<file path="src/rtl/ka_pkg.sv">
// Shared constants and FSM state type for the 49-bit sequential Karatsuba multiplier.
package ka_pkg;
  localparam int KA_N  = 49;
  localparam int KA_H  = 25;
  localparam int KA_YW = 97;

  typedef enum logic [2:0] {
    IDLE,
    M0,
    M1,
    MX,
    DONE
  } ka49_state_t;
endpackage

</file>
<file path="src/rtl/KA_25bit.sv">
// Combinational 25x25 carry-less (GF(2)[x]) multiplier core, 49-bit product.
module KA_25bit (
  input  logic [24:0] a,
  input  logic [24:0] b,
  output logic [48:0] y
);

  // Accumulate shifted copies of a for every set coefficient of b, XOR only.
  always_comb begin
    y = '0;
    for (int i = 0; i < 25; i++) begin
      if (b[i]) y = y ^ (49'(a) << i);
    end
  end

endmodule

</file>
<file path="src/rtl/ka49_seq_mult_recombine.sv">
// Karatsuba recombination: y = P0 ^ (mid << H) ^ (P1 << 2H), carry-less.
module ka49_recombine
  import ka_pkg::*;
(
  input  logic [2*KA_H-2:0] p0,
  input  logic [2*KA_H-2:0] p1,
  input  logic [2*KA_H-2:0] mid,
  output logic [KA_YW-1:0]  y
);

  // P1 carries at most 47 significant bits, so the truncation to 97 bits loses nothing.
  always_comb begin
    y = KA_YW'(p0) ^ (KA_YW'(mid) << KA_H) ^ (KA_YW'(p1) << (2 * KA_H));
  end

endmodule

</file>
<file path="src/rtl/ka49_seq_mult.sv">
// 49-bit carry-less multiplier time-multiplexing one 25-bit Karatsuba core over
// three cycles (low, high, cross term), with valid/ready on both sides.
module ka49_seq_mult
  import ka_pkg::*;
#(
  parameter int N = KA_N
) (
  input  logic           clk,
  input  logic           rst_n,
  input  logic           flush,
  input  logic           in_valid,
  output logic           in_ready,
  input  logic [N-1:0]   a,
  input  logic [N-1:0]   b,
  output logic           out_valid,
  input  logic           out_ready,
  output logic [2*N-2:0] y,
  output logic           busy
);

  localparam int H = (N + 1) / 2;

  ka49_state_t    state_q, state_d;
  logic [N-1:0]   a_q, a_d, b_q, b_d;
  logic [2*H-2:0] p0_q, p0_d, p1_q, p1_d;
  logic [2*N-2:0] y_q, y_d;

  logic [H-1:0]   a0, a1, b0, b1;
  logic [H-1:0]   core_a, core_b;
  logic [2*H-2:0] core_p, mid;
  logic [2*N-2:0] y_mx;
  logic           in_acc;

  assign a0 = a_q[H-1:0];
  assign a1 = {1'b0, a_q[N-1:H]};
  assign b0 = b_q[H-1:0];
  assign b1 = {1'b0, b_q[N-1:H]};

  assign in_ready  = !flush && ((state_q == IDLE) || ((state_q == DONE) && out_ready));
  assign in_acc    = in_valid && in_ready;
  assign out_valid = (state_q == DONE);
  assign busy      = (state_q == M0) || (state_q == M1) || (state_q == MX);
  assign y         = y_q;

  // Select the core operands for the current partial product.
  always_comb begin
    core_a = a0;
    core_b = b0;
    unique case (state_q)
      M1: begin
        core_a = a1;
        core_b = b1;
      end
      MX: begin
        core_a = a0 ^ a1;
        core_b = b0 ^ b1;
      end
      default: begin
        core_a = a0;
        core_b = b0;
      end
    endcase
  end

  KA_25bit u_core (
    .a (core_a),
    .b (core_b),
    .y (core_p)
  );

  // Cross term is available only during MX, where core_p is (a0^a1)(b0^b1).
  assign mid = p0_q ^ p1_q ^ core_p;

  ka49_recombine u_recombine (
    .p0  (p0_q),
    .p1  (p1_q),
    .mid (mid),
    .y   (y_mx)
  );

  // Next-state and datapath register updates; flush overrides everything.
  always_comb begin
    state_d = state_q;
    a_d     = a_q;
    b_d     = b_q;
    p0_d    = p0_q;
    p1_d    = p1_q;
    y_d     = y_q;
    if (flush) begin
      state_d = IDLE;
    end else begin
      unique case (state_q)
        IDLE: begin
          if (in_acc) state_d = M0;
        end
        M0: begin
          p0_d    = core_p;
          state_d = M1;
        end
        M1: begin
          p1_d    = core_p;
          state_d = MX;
        end
        MX: begin
          y_d     = y_mx;
          state_d = DONE;
        end
        DONE: begin
          if (out_ready) state_d = in_valid ? M0 : IDLE;
        end
        default: state_d = IDLE;
      endcase
      if (in_acc) begin
        a_d = a;
        b_d = b;
      end
    end
  end

  // State and data registers, all cleared by the asynchronous reset.
  always_ff @(posedge clk or negedge rst_n) begin
    if (!rst_n) begin
      state_q <= IDLE;
      a_q     <= '0;
      b_q     <= '0;
      p0_q    <= '0;
      p1_q    <= '0;
      y_q     <= '0;
    end else begin
      state_q <= state_d;
      a_q     <= a_d;
      b_q     <= b_d;
      p0_q    <= p0_d;
      p1_q    <= p1_d;
      y_q     <= y_d;
    end
  end

endmodule
</file>
<file path="config.mk">
export PLATFORM = sky130hd
export DESIGN_NAME = ka49_seq_mult
export DESIGN_NICKNAME = d
export VERILOG_FILES = /design/src/rtl/ka_pkg.sv /design/src/rtl/KA_25bit.sv /design/src/rtl/ka49_seq_mult_recombine.sv /design/src/rtl/ka49_seq_mult.sv
export SDC_FILE = /design/constraint.sdc
export NUM_CORES = 1
export LEC_CHECK = 0
export ABC_AREA = 0
export ABC_CLOCK_PERIOD_IN_PS = 3100
export CAP_MARGIN = 40
export CORE_AREA = 4 4 209 211
export CTS_BUF_LIST = sky130_fd_sc_hd__clkbuf_16
export DETAILED_ROUTE_END_ITERATION = 8
export DIE_AREA = 0 0 213 215
export HOLD_SLACK_MARGIN = 0.15
export PLACE_DENSITY = 0.79
export SLEW_MARGIN = 20
export SYNTH_ARGS = -nofsm -noshare
export SYNTH_HDL_FRONTEND = slang
export SYNTH_SLANG_ARGS = --single-unit
</file>
<file path="constraint.sdc">
create_clock -name clk -period 3.1 [get_ports clk]
set_input_delay 0.62 -clock clk [delete_from_list [all_inputs] [get_ports clk]]
set_output_delay 0.62 -clock clk [all_outputs]
set_load 0.05 [all_outputs]
</file>
Yosys cells after proc, flatten, opt, wreduce, memory -nomap -nowiden
Cells that the tools add are included.
{ "word_totals": {"reg_bits": 296, "input_bits": 103} }
{ "classes": {"eq_ne": 6, "n_mux": 32, "bitwise": 31, "reduce_logical": 13} }
{ "ops": {"columns": ["op", "n"], "rows": [
  ["49-bit two-way mux", 24],
  ["49-bit XOR", 3],
  ["25-bit case mux with 2 select lines", 2],
  ["74-bit by 97-bit XOR with 97-bit output", 1],
  ["49-bit by 74-bit XOR with 74-bit output", 1],
  ["25-bit by 24-bit XOR with 25-bit output", 2],
  ["49-bit by 26-bit XOR with 49-bit output", 1],
  ["49-bit by 27-bit XOR with 49-bit output", 1],
  ["49-bit by 28-bit XOR with 49-bit output", 1],
  ["49-bit by 29-bit XOR with 49-bit output", 1],
  ["49-bit by 30-bit XOR with 49-bit output", 1],
  ["49-bit by 31-bit XOR with 49-bit output", 1],
  ["49-bit by 32-bit XOR with 49-bit output", 1],
  ["49-bit by 33-bit XOR with 49-bit output", 1],
  ["49-bit by 34-bit XOR with 49-bit output", 1],
  ["49-bit by 35-bit XOR with 49-bit output", 1],
  ["49-bit by 36-bit XOR with 49-bit output", 1],
  ["49-bit by 37-bit XOR with 49-bit output", 1],
  ["49-bit by 38-bit XOR with 49-bit output", 1],
  ["49-bit by 39-bit XOR with 49-bit output", 1],
  ["49-bit by 40-bit XOR with 49-bit output", 1],
  ["49-bit by 41-bit XOR with 49-bit output", 1],
  ["49-bit by 42-bit XOR with 49-bit output", 1],
  ["49-bit by 43-bit XOR with 49-bit output", 1],
  ["20 further kinds", 31]
]} }

Logic depth before layout (Yosys ltp)
Gate-level depths: netlist of the first run.
{ "depth": {"depth_word": 54, "mapped_depth": 15, "mapped_depth_nobuf": 9} }

Cells and area by module
Synthesis of the first run repeated with hierarchy kept, for this count alone.
{ "unflattened": {"hier_cells": 2360, "area_unflattened_um2": 22679.3} }
{ "modules_own_cells": {"columns": ["mod", "instances", "cells_per_inst", "area_each_um2"], "rows": [
  ["ka49_seq_mult", 1, 930, 13036.3],
  ["KA_25bit", 1, 1333, 8854.7],
  ["ka49_recombine", 1, 97, 788.3]
]} }

Least setup slack after synthesis of the first run
No wires, ideal clock.
{ "synth_path": {"kind": "register -> register", "startpoint": "register state_q[0]", "endpoint": "register a_q[28]", "setup_time_ns": 0.125, "t_arrival_ns": 4.073, "required_ns": 2.975, "setup_slack_ns": -1.098, "path_stages_with_launch": 11, "n_path_buf": 7, "period_less_slack_ns": 4.198, "path_cell_list": "dfrtp_1 -> buf_4 -> buf_4 -> buf_2 -> clkbuf_1 -> buf_2 -> nor4_1 -> nand2_1 -> buf_1 -> clkbuf_1 -> mux2_2"} }
{ "synth_via": {"elab_chain_len": 6, "word_cells_on_any_way": 7, "cone_classes": "eq/ne: 1; reduce/logical: 6"} }
{ "synth_rtl": {"columns": ["item", "line_no", "rtl"], "rows": [
  ["start, declared", "ka49_seq_mult.sv:23", "ka49_state_t state_q, state_d;"],
  ["start signal, assigned", "ka49_seq_mult.sv:130", "state_q <= state_d;"],
  ["3-bit equality test", "ka49_seq_mult.sv:39", "assign in_ready = !flush && ((state_q == IDLE) || ((state_q == DONE) && out_ready));"],
  ["1-bit logical AND", "ka49_seq_mult.sv:39", null],
  ["1-bit logical OR *", "ka49_seq_mult.sv:39", null],
  ["1-bit logical AND *", "ka49_seq_mult.sv:39", null],
  ["net in_ready", "ka49_seq_mult.sv:12", "output logic in_ready,"],
  ["1-bit logical AND *", "ka49_seq_mult.sv:40", "assign in_acc = in_valid && in_ready;"],
  ["2-bit AND reduction (no source line) *", null, null],
  ["end signal, assigned", "ka49_seq_mult.sv:124", "a_q <= '0;"],
  ["end signal, assigned", "ka49_seq_mult.sv:131", "a_q <= a_d;"],
  ["end, declared", "ka49_seq_mult.sv:24", "logic [N-1:0] a_q, a_d, b_q, b_d;"]
]} }
Mark *: on every way through the listed nets, which the timed path passes. The rest lies on a longest branch.
A chain may end at the register's enable or synchronous reset.

Final worst setup path of the first run
{ "layout_path": {"startpoint": "register state_q[2]", "endpoint": "register p1_q[22]"} }
{ "layout_via": {"elab_chain_len": 51, "word_cells_on_any_way": 54, "cone_classes": "eq/ne: 2; mux: 27; bitwise: 24; reduce/logical: 1"} }
{ "layout_rtl": {"columns": ["item", "line_no", "rtl"], "rows": [
  ["3-bit by 2-bit equality test with 1-bit output (on tied branches)", "ka49_seq_mult.sv:49, ka49_seq_mult.sv:92", null],
  ["25-bit case mux with 2 select lines", "ka49_seq_mult.sv:49", "unique case (state_q)"],
  ["25-bit two-way mux", "KA_25bit.sv:12", "if (b[i]) y = y ^ (49'(a) << i);"],
  ["49-bit by 26-bit XOR with 49-bit output", "KA_25bit.sv:12", null],
  ["49-bit two-way mux", "KA_25bit.sv:12", null],
  ["49-bit by 27-bit XOR with 49-bit output", "KA_25bit.sv:12", null],
  ["49-bit two-way mux", "KA_25bit.sv:12", null],
  ["49-bit by 28-bit XOR with 49-bit output", "KA_25bit.sv:12", null],
  ["[35 not listed]", null, null],
  ["49-bit by 46-bit XOR with 49-bit output", "KA_25bit.sv:12", null],
  ["49-bit two-way mux", "KA_25bit.sv:12", null],
  ["49-bit by 47-bit XOR with 49-bit output", "KA_25bit.sv:12", null],
  ["49-bit two-way mux", "KA_25bit.sv:12", null],
  ["49-bit by 48-bit XOR with 49-bit output", "KA_25bit.sv:12", null],
  ["49-bit two-way mux", "KA_25bit.sv:12", null],
  ["49-bit XOR", "KA_25bit.sv:12", null],
  ["49-bit two-way mux", "KA_25bit.sv:12", null],
  ["end signal, assigned", "ka49_seq_mult.sv:134", "p1_q <= p1_d;"],
  ["end, declared", "ka49_seq_mult.sv:25", "logic [2*H-2:0] p0_q, p0_d, p1_q, p1_d;"]
]} }
Several ways; a longest one is shown, not always the timed one.

==> impl_metrics.env, run 1 <==
export IMPL_clock_sinks=296
export IMPL_io_buffers=202
export IMPL_end_kind="flop"
export IMPL_fmax_mhz=314
export IMPL_violations="negative setup slack"
export IMPL_cts_htree_levels=1
export IMPL_status="finished with violations"
export IMPL_fin_area_mm2=0.0300
export IMPL_drv_cap=0
export IMPL_ant_nets=0
export IMPL_clock_path_buffers=3
export IMPL_wl_per_cell_um=24.4
export IMPL_path_cells="nor2b_4 > buf_12 > buf_4 > a21oi_2 > a21oi_4 > buf_4 > o211ai_1 > a211o_1 > a211o_1 > a211o_1 > and3_1 > o31ai_1"
export IMPL_die_h_um=215
export IMPL_path_delay_family="compound AO/OA/AOI/OAI gates"
export IMPL_clock_latency_ns=0.60
export IMPL_cts_made_buffers=31
export IMPL_cts_tree="built"
export IMPL_worst_slack_ns=-0.0897
export IMPL_crit_fanout=15
export IMPL_vias_per_cell=5.72
export IMPL_dp_hpwl_mm=65.4
export IMPL_timing_final_hold_violations=0
export IMPL_grtUsageTotal_pct=37.7
export IMPL_rows=75
export IMPL_ys_top_cells_by_area="dfrtp_1, xnor2_1, nand2_1"
export IMPL_synth_distinct_cells=49
export IMPL_vias=20700
export IMPL_nets=3148
export IMPL_synth_edff_count=0
export IMPL_netlist_instances=2570
export IMPL_hp_class="reg -> reg"
export IMPL_grt_pass1_vias=20600
export IMPL_drc=0
export IMPL_place_area_mm2=0.0277
export IMPL_power_uw=47500
export IMPL_syn_area_mm2=0.0223
export IMPL_cpPeakStageDelay_ns=0.40
export IMPL_seq_area_frac_synth_pct=33.2
export IMPL_synth_top_area_cell="dfrtp_1"
export IMPL_routed_wl_mm=88.1
export IMPL_overflow=0
export IMPL_p_leak_uw=0.0135
export IMPL_place_congestion=1.06
export IMPL_instances_no_fill=3609
export IMPL_tightestPinTransition_ns=0.859
export IMPL_io_pins=203
export IMPL_cpMaxStageDelayCell="dfrtp_1"
export IMPL_finalClockSkew_ns=0.0203
export IMPL_slew_headroom_pct=42.5
export IMPL_min_period_ns=3.19
export IMPL_ys_flop_type="dfrtp_1"
export IMPL_yosysTopAreaCellShare_pct=33.2
export IMPL_ys_ff_latch=296
export IMPL_syn_to_final_growth_pct=34.2
export IMPL_critPathLaunchType="flop"
export IMPL_netlist_top_cells_count="nand2_1, xnor2_1, dfrtp_1"
export IMPL_yosysMostFrequentCell="nand2_1"
export IMPL_crit_top_cell="a211o_1"
export IMPL_setup_viol=15
export IMPL_first_iter_violations=2307
export IMPL_p_per_area_mw_per_mm2=1590
export IMPL_root_buffer="clkbuf_16"
export IMPL_fin_setup_tns_ns=-0.779
export IMPL_antenna_found_initial=1
export IMPL_grt_pass1_wl_mm=131
export IMPL_drive_gt1_share_pct=25.2
export IMPL_start_util_pct=53.5
export IMPL_drtPass1Iterations=5
export IMPL_finalCritPeriodShare_pct=103
export IMPL_crit_type="reg -> reg"
export IMPL_syn_nets=2673
export IMPL_syn_avg_cell_area_um2=8.69
export IMPL_rsz0062_at_grt="true"
export IMPL_clk_pin_slew_ns=0.06
export IMPL_cp_num_buf_inv=3
export IMPL_ys_warn_count=0
export IMPL_die_area_mm2=0.0458
export IMPL_dp_cells=3515
export IMPL_fp_dieW_um=213
export IMPL_drv_slew=0
export IMPL_ys_async_sr_fraction_pct=100
export IMPL_critical_path_arrival_ns=3.68
export IMPL_grt_max_degree=127
export IMPL_ir_drop_mv=0.911
export IMPL_critPathRequiredTime_ns=3.59
export IMPL_fp_coreArea_mm2=0.0418
export IMPL_antennaDiodeCount=0
-- power by group --
part / internal (uW) / total [uW] / switching, uW
clock network: 2320 / 3970 / 1650
logic: 18700 / 36800 / 18100
registers: 5370 / 6730 / 1360
total: 26400 / 47500 / 21100
-- kinds of logic (layout without fill, tap and decap cells) --
family          count (synthesis)  after routing  synth area share, %
simple gates                  965            965                 16.9
xor+xnor                      632            632                 28.8
compound gates                390            390                 11.3
flops                         296            296                 33.2
buf+inv                       178            678                 4.26
mux                           109            109                 5.48
-- repair_timing --
action	CTS	global route
hold buffers	1	0
cloned	1	1
endpoints found under the hold margin	84	0
pin swaps	11	31
resized for setup	70	119
endpoints found under the setup margin	54	73
setup buffers	14	20
-- through the flow --
stage	hold slack [ns]	setup WS, ns	utilization [%]
floorplan	0.324	0.00573	-
global placement	0.455	-0.260	66.4
detailed placement	0.462	-0.271	66.4
CTS	0.483	-0.0671	70.0
global route	0.497	-0.201	71.8
finish	0.480	-0.0897	71.8
-- worst reg2reg max path, stage by stage, from the launching register on --
cell      delay (ns)
dfrtp_1         0.40
nor2b_4         0.18
buf_12          0.19
buf_4           0.21
a21oi_2         0.09
a21oi_4         0.19
buf_4           0.25
o211ai_1        0.14
a211o_1         0.36
a211o_1         0.32
a211o_1         0.33
and3_1          0.19
o31ai_1         0.22
-- per-layer routing --
layer / track usage (%) / wire [um]
met1: 50.6 / 34900
met2: 60.4 / 40500
met3: 7.19 / 8110
met4: 15.0 / 4580
met5: 0 / 0
-- layout make-up --
type,count,area [um2]
Fill cell,3081,11800
Clock buffer,31,776
Multi-Input combinational cell,2096,14800
Sequential cell,296,7410
Tap cell,539,674
Clock inverter,27,290
Timing Repair Buffer,620,6070
-- cell usage in the layout (no fill, tap or decap), types with 18 or more instances in the layout --
cell and instances:
a21o_1 20, a21oi_1 40, a21oi_2 41, buf_12 62, buf_4 332, buf_6 19, clkbuf_16 32, clkdlybuf4s50_1 199
dfrtp_1 295, mux2_2 107, nand2_1 751, nand3_1 48, nor2_1 119, o211ai_1 18, o21ai_0 167, o21ai_1 21
xnor2_1 454, xnor2_2 62, xnor3_1 37, xnor3_2 24, xor2_1 49
-- sequential cells by signal, indices dropped and copies added, names as in the netlist --
register / flops
p0_q: 49
b_q: 49
state_q: 3
a_q: 49
y: 97
p1_q: 49
-- final timing paths --
check | startpoint | end | slack [ns] | cells past startpoint
max | state_q[2] | p1_q[22] | -0.09 | 12
min in group asynchronous | rst_n | y[96] | 0.67 | 2
min | y[61] | y[61] | 0.48 | 2
min reg2reg | y[61] | y[61] | 0.48 | 2
max reg2reg | state_q[2] | p1_q[22] | -0.09 | 12
max in group asynchronous | rst_n | b_q[29] | 1.47 | 3
No activity file was read; power rests on OpenSTA's default activity.
==> run 2: changes to the inputs <==
CORE_AREA = 5 5 229 231   (was 4 4 209 211)
DIE_AREA = 0 0 234 236   (was 0 0 213 215)
PLACE_DENSITY = 0.68   (was 0.79)
==> run 2 against run 1 <==
The flow still finishes with violations (negative setup slack). Flip-flop and latch count did not move. Sequential power fell by 1%. Critical path depth rose by 3. Critical path type unchanged.
==> impl_metrics.env, run 2 (same netlist as run 1, synthesis figures left out) <==
export IMPL_status="finished with violations"
export IMPL_violations="negative setup slack"
export IMPL_grt_pass1_vias=20200
export IMPL_instances_no_fill=3799
export IMPL_start_util_pct=44.8
export IMPL_drtPass1Iterations=6
export IMPL_fp_dieW_um=234
export IMPL_syn_to_final_growth_pct=39.4
export IMPL_largest_register_ffs=97
export IMPL_nets=3206
export IMPL_crit_top_cell="buf_12"
export IMPL_clock_sinks=296
export IMPL_critPathLaunchType="flop"
export IMPL_fin_setup_tns_ns=-0.796
export IMPL_setup_viol=21
export IMPL_hold_path_depth=2
export IMPL_overflow=0
export IMPL_critPathRequiredTime_ns=3.60
export IMPL_vias=20400
export IMPL_hold_slack_ns=0.467
export IMPL_r2r_slack_ns=-0.08
export IMPL_worst_slack_ns=-0.0823
export IMPL_ir_drop_mv=1.29
export IMPL_critical_path_arrival_ns=3.68
export IMPL_drv_cap=0
export IMPL_path_delay_family="buffers and inverters"
export IMPL_dp_hpwl_mm=65.8
export IMPL_drc=0
export IMPL_min_period_ns=3.18
export IMPL_hp_start="y[28]"
export IMPL_place_congestion=0.980
export IMPL_cts_tree="built"
export IMPL_io_pins=203
export IMPL_drv_slew=0
export IMPL_antenna_found_initial=1
export IMPL_wl_per_cell_um=23.5
export IMPL_timing_final_hold_violations=0
export IMPL_r2r_end="p0_q[23]"
export IMPL_finalClockSkew_ns=0.0309
export IMPL_min_to="y[28]"
export IMPL_cpPeakStageDelay_ns=0.41
export IMPL_hp_class="reg -> reg"
export IMPL_layout_common_cells="nand2_1, xnor2_1, buf_4"
export IMPL_crit_fanout=11
export IMPL_clk_pin_slew_ns=0.06
export IMPL_dp_cells=3639
export IMPL_power_uw=48700
export IMPL_cts_htree_levels=1
export IMPL_tightestPinTransition_ns=0.740
export IMPL_fmax_mhz=314
export IMPL_rr_worst_depth=15
export IMPL_end_kind="flop"
export IMPL_nFillCells=4283
export IMPL_die_h_um=236
export IMPL_routed_wl_mm=89.3
export IMPL_setup_worst_path_start="state_q[2]"
export IMPL_final_common_cell="nand2_1"
export IMPL_cpMaxStageDelayCell="or3_4"
export IMPL_root_buffer="clkbuf_16"
export IMPL_clock_latency_ns=0.61
export IMPL_fp_coreArea_mm2=0.0499
export IMPL_drive_gt1_share_pct=27.9
export IMPL_rsz0062_at_grt="true"
export IMPL_r2r_start="state_q[2]"
export IMPL_ant_nets=0
export IMPL_crit_type="reg -> reg"
export IMPL_grt_pass1_wl_mm=130
export IMPL_first_iter_violations=1785
export IMPL_cts_made_buffers=31
export IMPL_grt_max_degree=99
export IMPL_cp_num_buf_inv=6
export IMPL_finalCritPeriodShare_pct=103
export IMPL_clock_path_buffers=3
export IMPL_p_per_area_mw_per_mm2=1560
export IMPL_io_buffers=202
export IMPL_rows=82
export IMPL_path_cells="nor2b_4 > buf_12 > buf_12 > buf_8 > a21oi_1 > a21oi_2 > buf_6 > buf_12 > nand2_1 > xor2_2 > xnor2_2 > buf_4 > xnor2_1 > or3_4 > a31oi_4"
export IMPL_die_area_mm2=0.0552
export IMPL_grtUsageTotal_pct=31.2
export IMPL_slew_headroom_pct=50.3
export IMPL_vias_per_cell=5.36
export IMPL_p_leak_uw=0.0140
-- run 2: changes by cell type in the layout (fill, tap and decap cells not counted), sizes merged --
cell and delta:
bufinv -3, inv +3, clkinvlp -1, clkinv -1, diode +1, buf +59, clkdlybuf4s50 -1
-- run 2: worst max-delay path by stage --
stage                          end  slack [ns]  depth (start not counted)
after global placement       y[39]       -0.26                         11
final                     p0_q[23]       -0.08                         15
after CTS                    y[45]       -0.09                         13
after global routing      p0_q[23]       -0.17                         16
after detailed placement     y[46]       -0.29                         11
after floorplan            a_q[28]       0.006                         10
-- run 2: worst min-delay path: cells and delay by family, from the launching register on --
kind | cells | cell delay (ns)
AND/OR/NAND/NOR | 2 | 0.10
flip-flops | 1 | 0.34
-- run 2: area by class of cell --
class / count / area [um2] / area share, %
sequential: 296 / 7410 / 23.8
clock inverter: 25 / 188 / 0.602
multi-input combinational: 2096 / 15000 / 48.2
tap: 672 / 841 / 2.70
antenna: 1 / 2.50 / 0.00803
clock buffer: 31 / 776 / 2.49
timing repair buffer: 678 / 6930 / 22.3
-- run 2: power breakdown --
| group | switching [uW] | internal [uW] |
|---|---|---|
| sequential | 1260 | 5370 |
| clock | 1570 | 2040 |
| combinational | 18500 | 19900 |
-- run 2: stage by stage --
step,worst slack [ns],area [um2],util [%]
after floorplan,0.00573,22400,-
after global placement,-0.257,28000,56.2
after detailed placement,-0.285,28000,56.2
after CTS,-0.0923,29600,59.3
after global routing,-0.175,31200,62.5
final,-0.0823,31200,62.5
-- run 2: what timing repair did --
action	in CTS	in global routing
gates resized for setup	71	232
hold buffers	1	0
cloned	1	1
hold endpoints to repair	74	0
buffers inserted	39	65
pin swaps	25	87
endpoints found under the setup margin	58	78
-- run 2: layer usage --
layer / track usage, % / up-vias / share of wire (%)
met5: 0 / - / 0
li1: - / 9397 / -
met3: 4.14 / 192 / 6.9
met4: 10.9 / 0 / 4.6
met1: 43.1 / 9983 / 42
met2: 50.6 / 795 / 46
